### config.mk
export PLATFORM = sky130hd
export DESIGN_NAME = mouse_ctrl
export DESIGN_NICKNAME = d
export VERILOG_FILES = /design/src/rtl/mouse_ctrl.sv
export SDC_FILE = /design/constraint.sdc
export NUM_CORES = 1
export LEC_CHECK = 0
export BUFFER_PORTS_ARGS = -buffer_cell sky130_fd_sc_hd__buf_2
export CORE_ASPECT_RATIO = 2
export CORE_UTILIZATION = 40
export CTS_CLUSTER_DIAMETER = 120
export DETAILED_ROUTE_END_ITERATION = 12
export MAX_ROUTING_LAYER = met4
export PLACE_DENSITY = 0.69
export SYNTH_ARGS = -nofsm -noshare
export SYNTH_HDL_FRONTEND = slang
export SYNTH_SLANG_ARGS = --single-unit
### constraint.sdc
create_clock -name clk -period 3.1 [get_ports clk]
set_input_delay 0.465 -clock clk [delete_from_list [all_inputs] [get_ports clk]]
set_output_delay 0.465 -clock clk [all_outputs]
set_load 0.01 [all_outputs]
### src/rtl/mouse_ctrl.sv
// mouse_ctrl
// Host-side sequencer for a PS/2 mouse: runs the reset / enable command
// handshake through the byte transmitter, then assembles 3-byte stream-mode
// packets from the byte receiver into button and movement reports.
module mouse_ctrl #(
  parameter int TIMEOUT_CYCLES = 1_000_000,
  parameter int GAP_CYCLES     = 100_000,
  parameter int RETRY_MAX      = 3
) (
  input  logic       clk,
  input  logic       rst_n,
  input  logic [7:0] i_rx_byte,
  input  logic       i_rx_valid,
  output logic [7:0] o_tx_byte,
  output logic       o_tx_start,
  input  logic       i_tx_busy,
  input  logic       i_tx_done,
  output logic       o_ready,
  output logic       o_err,
  output logic       o_pkt_valid,
  output logic [2:0] o_btn,
  output logic [8:0] o_dx,
  output logic [8:0] o_dy,
  output logic       o_ovf
);

  // One timer serves both the init response timeout and the inter-byte gap,
  // so it has to be wide enough for whichever limit is larger.
  localparam int MaxWait = (TIMEOUT_CYCLES > GAP_CYCLES) ? TIMEOUT_CYCLES : GAP_CYCLES;
  localparam int TW      = $clog2(MaxWait + 1);
  localparam int RW      = (RETRY_MAX > 1) ? $clog2(RETRY_MAX) : 1;

  localparam logic [7:0] CmdReset  = 8'hFF;
  localparam logic [7:0] CmdEnable = 8'hF4;
  localparam logic [7:0] RspAck    = 8'hFA;
  localparam logic [7:0] RspBat    = 8'hAA;
  localparam logic [7:0] RspId     = 8'h00;

  typedef enum logic [3:0] {
    SEND_RST,
    WAIT_ACK1,
    WAIT_BAT,
    WAIT_ID,
    SEND_EN,
    WAIT_ACK2,
    PKT_B0,
    PKT_B1,
    PKT_B2,
    FAIL
  } state_t;

  state_t         state_q;
  logic [TW-1:0]  timer_q;
  logic [TW-1:0]  timer_d;
  logic [RW-1:0]  retry_q;
  logic           sent_q;

  // Only the fields of byte 0 that feed the report are kept; bit 3 is the
  // always-one sync marker and carries no information once checked.
  logic [2:0]     b0Btn_q;
  logic           b0Xs_q;
  logic           b0Ys_q;
  logic           b0Ovf_q;
  logic [7:0]     b1_q;

  logic           isSend;
  logic           isWait;
  logic           isInit;
  logic [7:0]     expByte;
  logic [7:0]     cmdByte;
  logic           rxHit;
  logic           rxMiss;
  logic           txFinish;
  logic           timedOut;
  logic           gapOut;
  logic           initFail;
  logic           retryLast;

  // Decode the current state into the checks the sequencer needs this cycle.
  // A received byte or a completed transmit always wins over a timeout that
  // lands in the same cycle.
  always_comb begin
    isSend    = (state_q == SEND_RST) || (state_q == SEND_EN);
    isWait    = (state_q == WAIT_ACK1) || (state_q == WAIT_BAT) ||
                (state_q == WAIT_ID)   || (state_q == WAIT_ACK2);
    isInit    = isSend || isWait;

    expByte   = RspAck;
    case (state_q)
      WAIT_BAT: expByte = RspBat;
      WAIT_ID:  expByte = RspId;
      default:  expByte = RspAck;
    endcase

    cmdByte   = (state_q == SEND_EN) ? CmdEnable : CmdReset;

    rxHit     = i_rx_valid && isWait && (i_rx_byte == expByte);
    rxMiss    = i_rx_valid && isWait && (i_rx_byte != expByte);
    txFinish  = isSend && sent_q && i_tx_done;
    timedOut  = (timer_q >= TW'(TIMEOUT_CYCLES));
    gapOut    = (timer_q >= TW'(GAP_CYCLES));
    initFail  = rxMiss || (isInit && timedOut && !rxHit && !txFinish);
    retryLast = (retry_q == RW'(RETRY_MAX - 1));

    timer_d   = (timer_q == '1) ? timer_q : timer_q + TW'(1);
  end

  // Main sequencer: init handshake with retries, then packet assembly.
  // The timer free-runs (saturating) and is cleared on any state change or
  // accepted byte by overriding the default below.
  always_ff @(posedge clk or negedge rst_n) begin
    if (!rst_n) begin
      state_q     <= SEND_RST;
      timer_q     <= '0;
      retry_q     <= '0;
      sent_q      <= 1'b0;
      b0Btn_q     <= '0;
      b0Xs_q      <= 1'b0;
      b0Ys_q      <= 1'b0;
      b0Ovf_q     <= 1'b0;
      b1_q        <= '0;
      o_tx_byte   <= '0;
      o_tx_start  <= 1'b0;
      o_ready     <= 1'b0;
      o_err       <= 1'b0;
      o_pkt_valid <= 1'b0;
      o_btn       <= '0;
      o_dx        <= '0;
      o_dy        <= '0;
      o_ovf       <= 1'b0;
    end else begin
      o_tx_start  <= 1'b0;
      o_pkt_valid <= 1'b0;
      timer_q     <= timer_d;

      if (initFail) begin
        timer_q <= '0;
        sent_q  <= 1'b0;
        if (retryLast) begin
          state_q <= FAIL;
          o_err   <= 1'b1;
        end else begin
          retry_q <= retry_q + RW'(1);
          state_q <= SEND_RST;
        end
      end else begin
        case (state_q)
          SEND_RST, SEND_EN: begin
            // Exactly one request per visit, issued once the link is idle.
            if (!sent_q && !i_tx_busy) begin
              o_tx_start <= 1'b1;
              o_tx_byte  <= cmdByte;
              sent_q     <= 1'b1;
            end
            if (txFinish) begin
              sent_q  <= 1'b0;
              timer_q <= '0;
              state_q <= (state_q == SEND_RST) ? WAIT_ACK1 : WAIT_ACK2;
            end
          end

          WAIT_ACK1: begin
            if (rxHit) begin
              state_q <= WAIT_BAT;
              timer_q <= '0;
            end
          end

          WAIT_BAT: begin
            if (rxHit) begin
              state_q <= WAIT_ID;
              timer_q <= '0;
            end
          end

          WAIT_ID: begin
            if (rxHit) begin
              state_q <= SEND_EN;
              timer_q <= '0;
            end
          end

          WAIT_ACK2: begin
            if (rxHit) begin
              state_q <= PKT_B0;
              o_ready <= 1'b1;
              retry_q <= '0;
              timer_q <= '0;
            end
          end

          PKT_B0: begin
            // A first byte must carry the bit-3 marker; anything else is
            // dropped so the stream realigns on the next marked byte.
            if (i_rx_valid) begin
              timer_q <= '0;
              if (i_rx_byte[3]) begin
                b0Btn_q <= i_rx_byte[2:0];
                b0Xs_q  <= i_rx_byte[4];
                b0Ys_q  <= i_rx_byte[5];
                b0Ovf_q <= i_rx_byte[6] | i_rx_byte[7];
                state_q <= PKT_B1;
              end
            end
          end

          PKT_B1: begin
            if (i_rx_valid) begin
              b1_q    <= i_rx_byte;
              state_q <= PKT_B2;
              timer_q <= '0;
            end else if (gapOut) begin
              state_q <= PKT_B0;
              timer_q <= '0;
            end
          end

          PKT_B2: begin
            if (i_rx_valid) begin
              o_pkt_valid <= 1'b1;
              o_btn       <= b0Btn_q;
              o_ovf       <= b0Ovf_q;
              o_dx        <= b0Ovf_q ? 9'd0 : {b0Xs_q, b1_q};
              o_dy        <= b0Ovf_q ? 9'd0 : {b0Ys_q, i_rx_byte};
              state_q     <= PKT_B0;
              timer_q     <= '0;
            end else if (gapOut) begin
              state_q <= PKT_B0;
              timer_q <= '0;
            end
          end

          FAIL: begin
            state_q <= FAIL;
          end

          default: begin
            state_q <= SEND_RST;
            timer_q <= '0;
            sent_q  <= 1'b0;
          end
        endcase
      end
    end
  end

endmodule

Word-level counts from Yosys, hierarchy flattened
Cells that the tools add are included.
Widths: inputs -> output; s select.
{ "word_totals": {"wordCells": 122, "regBits": 75} }
{ "classes": {"mux": 40, "n_bitwise": 2, "addsub": 2, "order_cmp": 2, "reduce_logical": 35, "n_eq_ne": 23} }
{ "ops": {"columns": ["op", "count"], "rows": [
  ["$mux 20", 7],
  ["$pmux 20 s5", 1],
  ["$mux 4", 13],
  ["$pmux 4 s9", 1],
  ["$ne 3x3->1 const B", 7],
  ["$add 20x1->20 const B", 1],
  ["$eq 20x20->1 const B", 1],
  ["$ge 20x17->1 const B", 1],
  ["$ge 20x20->1 const B", 1],
  ["$mux 9", 2],
  ["$eq 4x3->1 const B", 4],
  ["$pmux 8 s2", 1],
  ["$reduce_and 3->1", 5],
  ["$logic_and 1x1->1", 9],
  ["$mux 1", 9],
  ["$eq 4x2->1 const B", 2],
  ["$eq 4x4->1 const B", 2],
  ["$eq 8x8->1", 1],
  ["$mux 2", 4],
  ["$ne 8x8->1", 1],
  ["$reduce_or 8->1", 1],
  ["$reduce_and 7->1", 1],
  ["$logic_or 1x1->1", 6],
  ["$eq 4x1->1 const B", 1],
  ["other kinds (16)", 22]
]} }

Depth between registers and ports, before layout
{ "depth": {"depth_word": 12, "ltp_mapped": 8, "ltp_nobuf": 7} }

Worst setup path after synthesis
Ideal clock, no wire load.
{ "synth_path": {"kind": "register to register", "start": "register timer_q[11]", "end": "register state_q[0]", "arrival_time_ns": 2.080, "setup_ns": 0.069, "path_slack_ns": 0.951, "path_stages_with_launch": 7, "cell_sequence": "dfrtp_1 > or4_4 > a2111oi_4 > nand3b_2 > o21ai_1 > or4b_1 > nand3_1"} }
{ "synth_via": {"elab_chain_cells": 7, "word_cells_on_any_way": 19, "cone_classes": "2 x order compare; 7 x eq/ne; 5 x mux; 5 x reduce/logical"} }
{ "synth_rtl": {"columns": ["element", "line_no", "text"], "rows": [
  ["from (decl)", "53", "logic [TW-1:0] timer_q;"],
  ["from (signal assigned)", "134", "timer_q <= timer_d;"],
  ["$ge 20x20->1", "100", "timedOut = (timer_q >= TW'(TIMEOUT_CYCLES));"],
  ["$logic_and 1x1->1 (3 in series)", "102", "initFail = rxMiss || (isInit && timedOut && !rxHit && !txFinish);"],
  ["$logic_or 1x1->1", "102", null],
  ["$ne 3x3->1 (no line)", null, null],
  ["$reduce_and 7->1 (no line)", null, null],
  ["to (signal assigned)", "158", "state_q <= (state_q == SEND_RST) ? WAIT_ACK1 : WAIT_ACK2;"],
  ["to (decl)", "52", "state_t state_q;"]
]} }
Several ways; a longest one is shown, not always the timed one.
A chain may end at the register's enable or synchronous reset.

Worst setup path after layout
{ "layout_path": {"start": "register timer_q[11]", "end": "register timer_q[18]"} }
{ "layout_via": {"elab_chain_cells": 6, "word_cells_on_any_way": 16, "cone_classes": "1 x add/sub; 2 x order compare; 1 x eq/ne; 8 x mux; 4 x reduce/logical"} }
{ "layout_rtl": {"columns": ["element", "line_no", "text"], "rows": [
  ["$add 20x1->20 (tied with other cells)", "105", "timer_d = (timer_q == '1) ? timer_q : timer_q + TW'(1);"],
  ["$mux 20 or $logic_and 1x1->1 (tied branches)", "105, 102", null],
  ["$mux 20 or $logic_and 1x1->1 (tied branches)", "212, 227, 102", null],
  ["$mux 20 or $logic_and 1x1->1 (tied branches)", "208, 102", null],
  ["$pmux 20 s5 or $logic_or 1x1->1 (tied branches)", "147, 102", null],
  ["$mux 20 *", "136", "if (initFail) begin"]
]} }
Every way passes the cells marked *; elsewhere a longest branch is shown, timed or not.

==> run summary <==
Sink Count: 69
Mapped Nets: 365
Hold-fix buffers, CTS: 0
Final hold viol count: 0
Avg Inst Size Synth: 9.93 sq um
Die width: 67.8 um
Finished Core Util: 48.4%
Clock Skews: 5.68 ps
Final count of pins violating max slew: 0
RSZ-0062 raised after global routing: no
Pin count of the biggest net entering global routing: 42
Post-synth EDFFs: 0
Syn Inst Count: 349
Worst Setup Start Kind: flop
Yosys top cell area share: 49.8%
Final Wtd Congestion: 0.849
Netlist cell types: 52
Slew headroom: 41.5%
Nets: 404
Ys flop type: dfrtp_1
Clk Latency, worst-skew pair: 320 ps
Number of global-route vias before repair: 2,687
Bufs on Longest Clock Path: 2
Area of the mapped netlist: 0.00346 sq mm
Number of H-tree branching levels: 3
Most frequent cell after synthesis: dfrtp_1
Drt drc: 0
Diode count: 0
Aggregate negative setup slack: 0 ps
Die height: 134 um
Leakage power: 1.81 nW
Largest cells by area after synthesis: dfrtp_1 50%, mux2_2 5.5%, nand2b_1 4.3%, nand2_1 3.8%, nor2_1 2.9%
Clk root buf: clkbuf_16
CP max FO: 20
Worst Path Arrival: 2720 ps
Maximum clock frequency: 403 MHz
Final period util: 80.1%
Die area: 0.00906 sq mm
Hpwl dp: 5850 um
Total Routed Length: 7730 um
Area leader, netlist: dfrtp_1
Vias per cell: 5.41
Routed WL per cell: 15.8 um
Fill count: 787
Max cap viols: 0
Ys async rst share: 100%
Initial antenna violation count: 0
DRT Pass-1 Iters: 4
Register bit total from synthesis: 69
TritonCTS clock tree: built
Final setup fails: 0
Worst Setup Slack, final: 617 ps
Dpl cell area: 0.00376 sq mm
Clock buffer count from CTS: 9
Top post-synthesis cells by count: 69 x dfrtp_1, 35 x nand2_1, 27 x nor2_1
Peak supply drop: 0.639 mV
CP endpoint kind: flop
Total grt overflow: 0
DRT iter0 DRCs: 93
Share of layout cells above drive strength 1: 23.5%
I/O Pins: 47
Total number of yosys warnings: 0
Outcome: complete, no violations
Core Area: 0.00835 sq mm
Syn-to-layout area delta: 16.6%
WS Path Type: flop to flop
Hold/Removal Path Class: input port to async pin
Power Density: 877 mW/mm^2
Resized cells post-CTS: 0
First-pass GRT wire length: 13,000 um
Worst Tran Pin Value: 877 ps
Rows: 47
IO buf count: 46
Required time of the critical path: 3340 ps
Setup WS pre-CTS: 649 ps
Minimum clock period: 2480 ps
Via Count: 2,652
Final instance area: 0.00404 sq mm
Overall routing resource usage: 19.7%
Final ANT Viol Nets: 0
Number of post-CTS setup repair buffers: 0
Seq/Total Area, Yosys: 49.8%
CTS clock-pin slew for the worst setup and hold paths: 50 ps
Initial Utilization: 41.5%
worst paths after layout:
check / startpoint / endpoint / slack (ps) / depth (start not counted)
setup / recovery: timer_q[11] / timer_q[18] / 620 / 7
hold / removal: rst_n / o_dy[0] / 260 / 1
setup reg to reg: timer_q[11] / timer_q[18] / 620 / 7
hold reg to reg: o_err / o_err / 460 / 1
max in group asynchronous: rst_n / b1_q[5] / 2180 / 2
min in group clk: i_rx_byte[2] / o_dy[2] / 430 / 3
power breakdown:
part	internal [mW]	total (mW)	switching, mW
combinational	0.515	1.17	0.653
sequential	1.17	1.42	0.241
clock	0.613	0.963	0.350
total	2.30	3.55	1.24
sequential cells by signal (all words and copies together) (netlist names), 2 cells and up:
signal	cells
retry_q	2
o_btn	3
state_q	4
b1_q	8
o_dy	9
o_dx	9
o_tx_byte	2
b0Btn_q	3
timer_q	20
worst max-delay path: stages (launching register included):
cell and delay (ps):
dfrtp_1 430, or4_4 590, a2111oi_4 430, a31oi_1 170
o221ai_1 280, nand3b_1 110, buf_4 220, a211oi_2 170
routing by layer:
layer,GRT usage (%),up-vias,routed length (um)
li1,-,1292,-
met1,20.6,1284,2810
met2,34.9,62,4580
met3,3.51,14,209
met4,7.99,0,138
met5,-,-,0
cells in the final DEF, fill, tap and decap left out, types with 4 or more instances in the layout:
cell type  count
o21ai_1       17
nor3_1        10
xor2_1         4
nand3_1       15
nand3b_1       5
buf_4          5
nor4_1         4
dfrtp_1       69
a31oi_1        5
buf_2         46
o21ai_0       10
nor2_1        27
mux2_2        17
xnor2_1       10
nand4_1        6
nand2b_1      24
and2_1         4
a21oi_1        9
o31ai_1        4
nand2_1       35
inv_1          9
clkbuf_16      9
metrics by stage:
stage	power, mW	hold slack, ps	cells
2_1_floorplan	2.22	169	349
3_3_place_gp	2.57	449	475
3_5_place_dp	2.61	451	475
4_1_cts	3.60	276	490
5_1_grt	3.80	313	490
6_report	3.55	264	490
cells by family (layout without fill, tap and decap cells):
kind of cell / Yosys count / after routing / synth area share [%]
AND/OR/NAND/NOR: 145 / 145 / 21.9
flip-flops: 69 / 69 / 49.8
AO/OA/AOI/OAI: 65 / 65 / 12.9
buffers and inverters: 33 / 76 / 4.30
multiplexers: 20 / 20 / 6.43
XOR/XNOR: 14 / 14 / 3.54
adder cells (fa/ha/maj): 3 / 3 / 1.08
area by class of cell:
class	instances	area [sq um]	area share (%)
clock buffers	10	229	5.67
inverters	9	33.8	0.836
well taps	98	123	3.03
multi-input cells	247	1590	39.3
flip-flops and latches	69	1730	42.7
clock inverters	5	52.6	1.30
repair buffers	52	288	7.12
No activity file was read; power rests on OpenSTA's default activity.
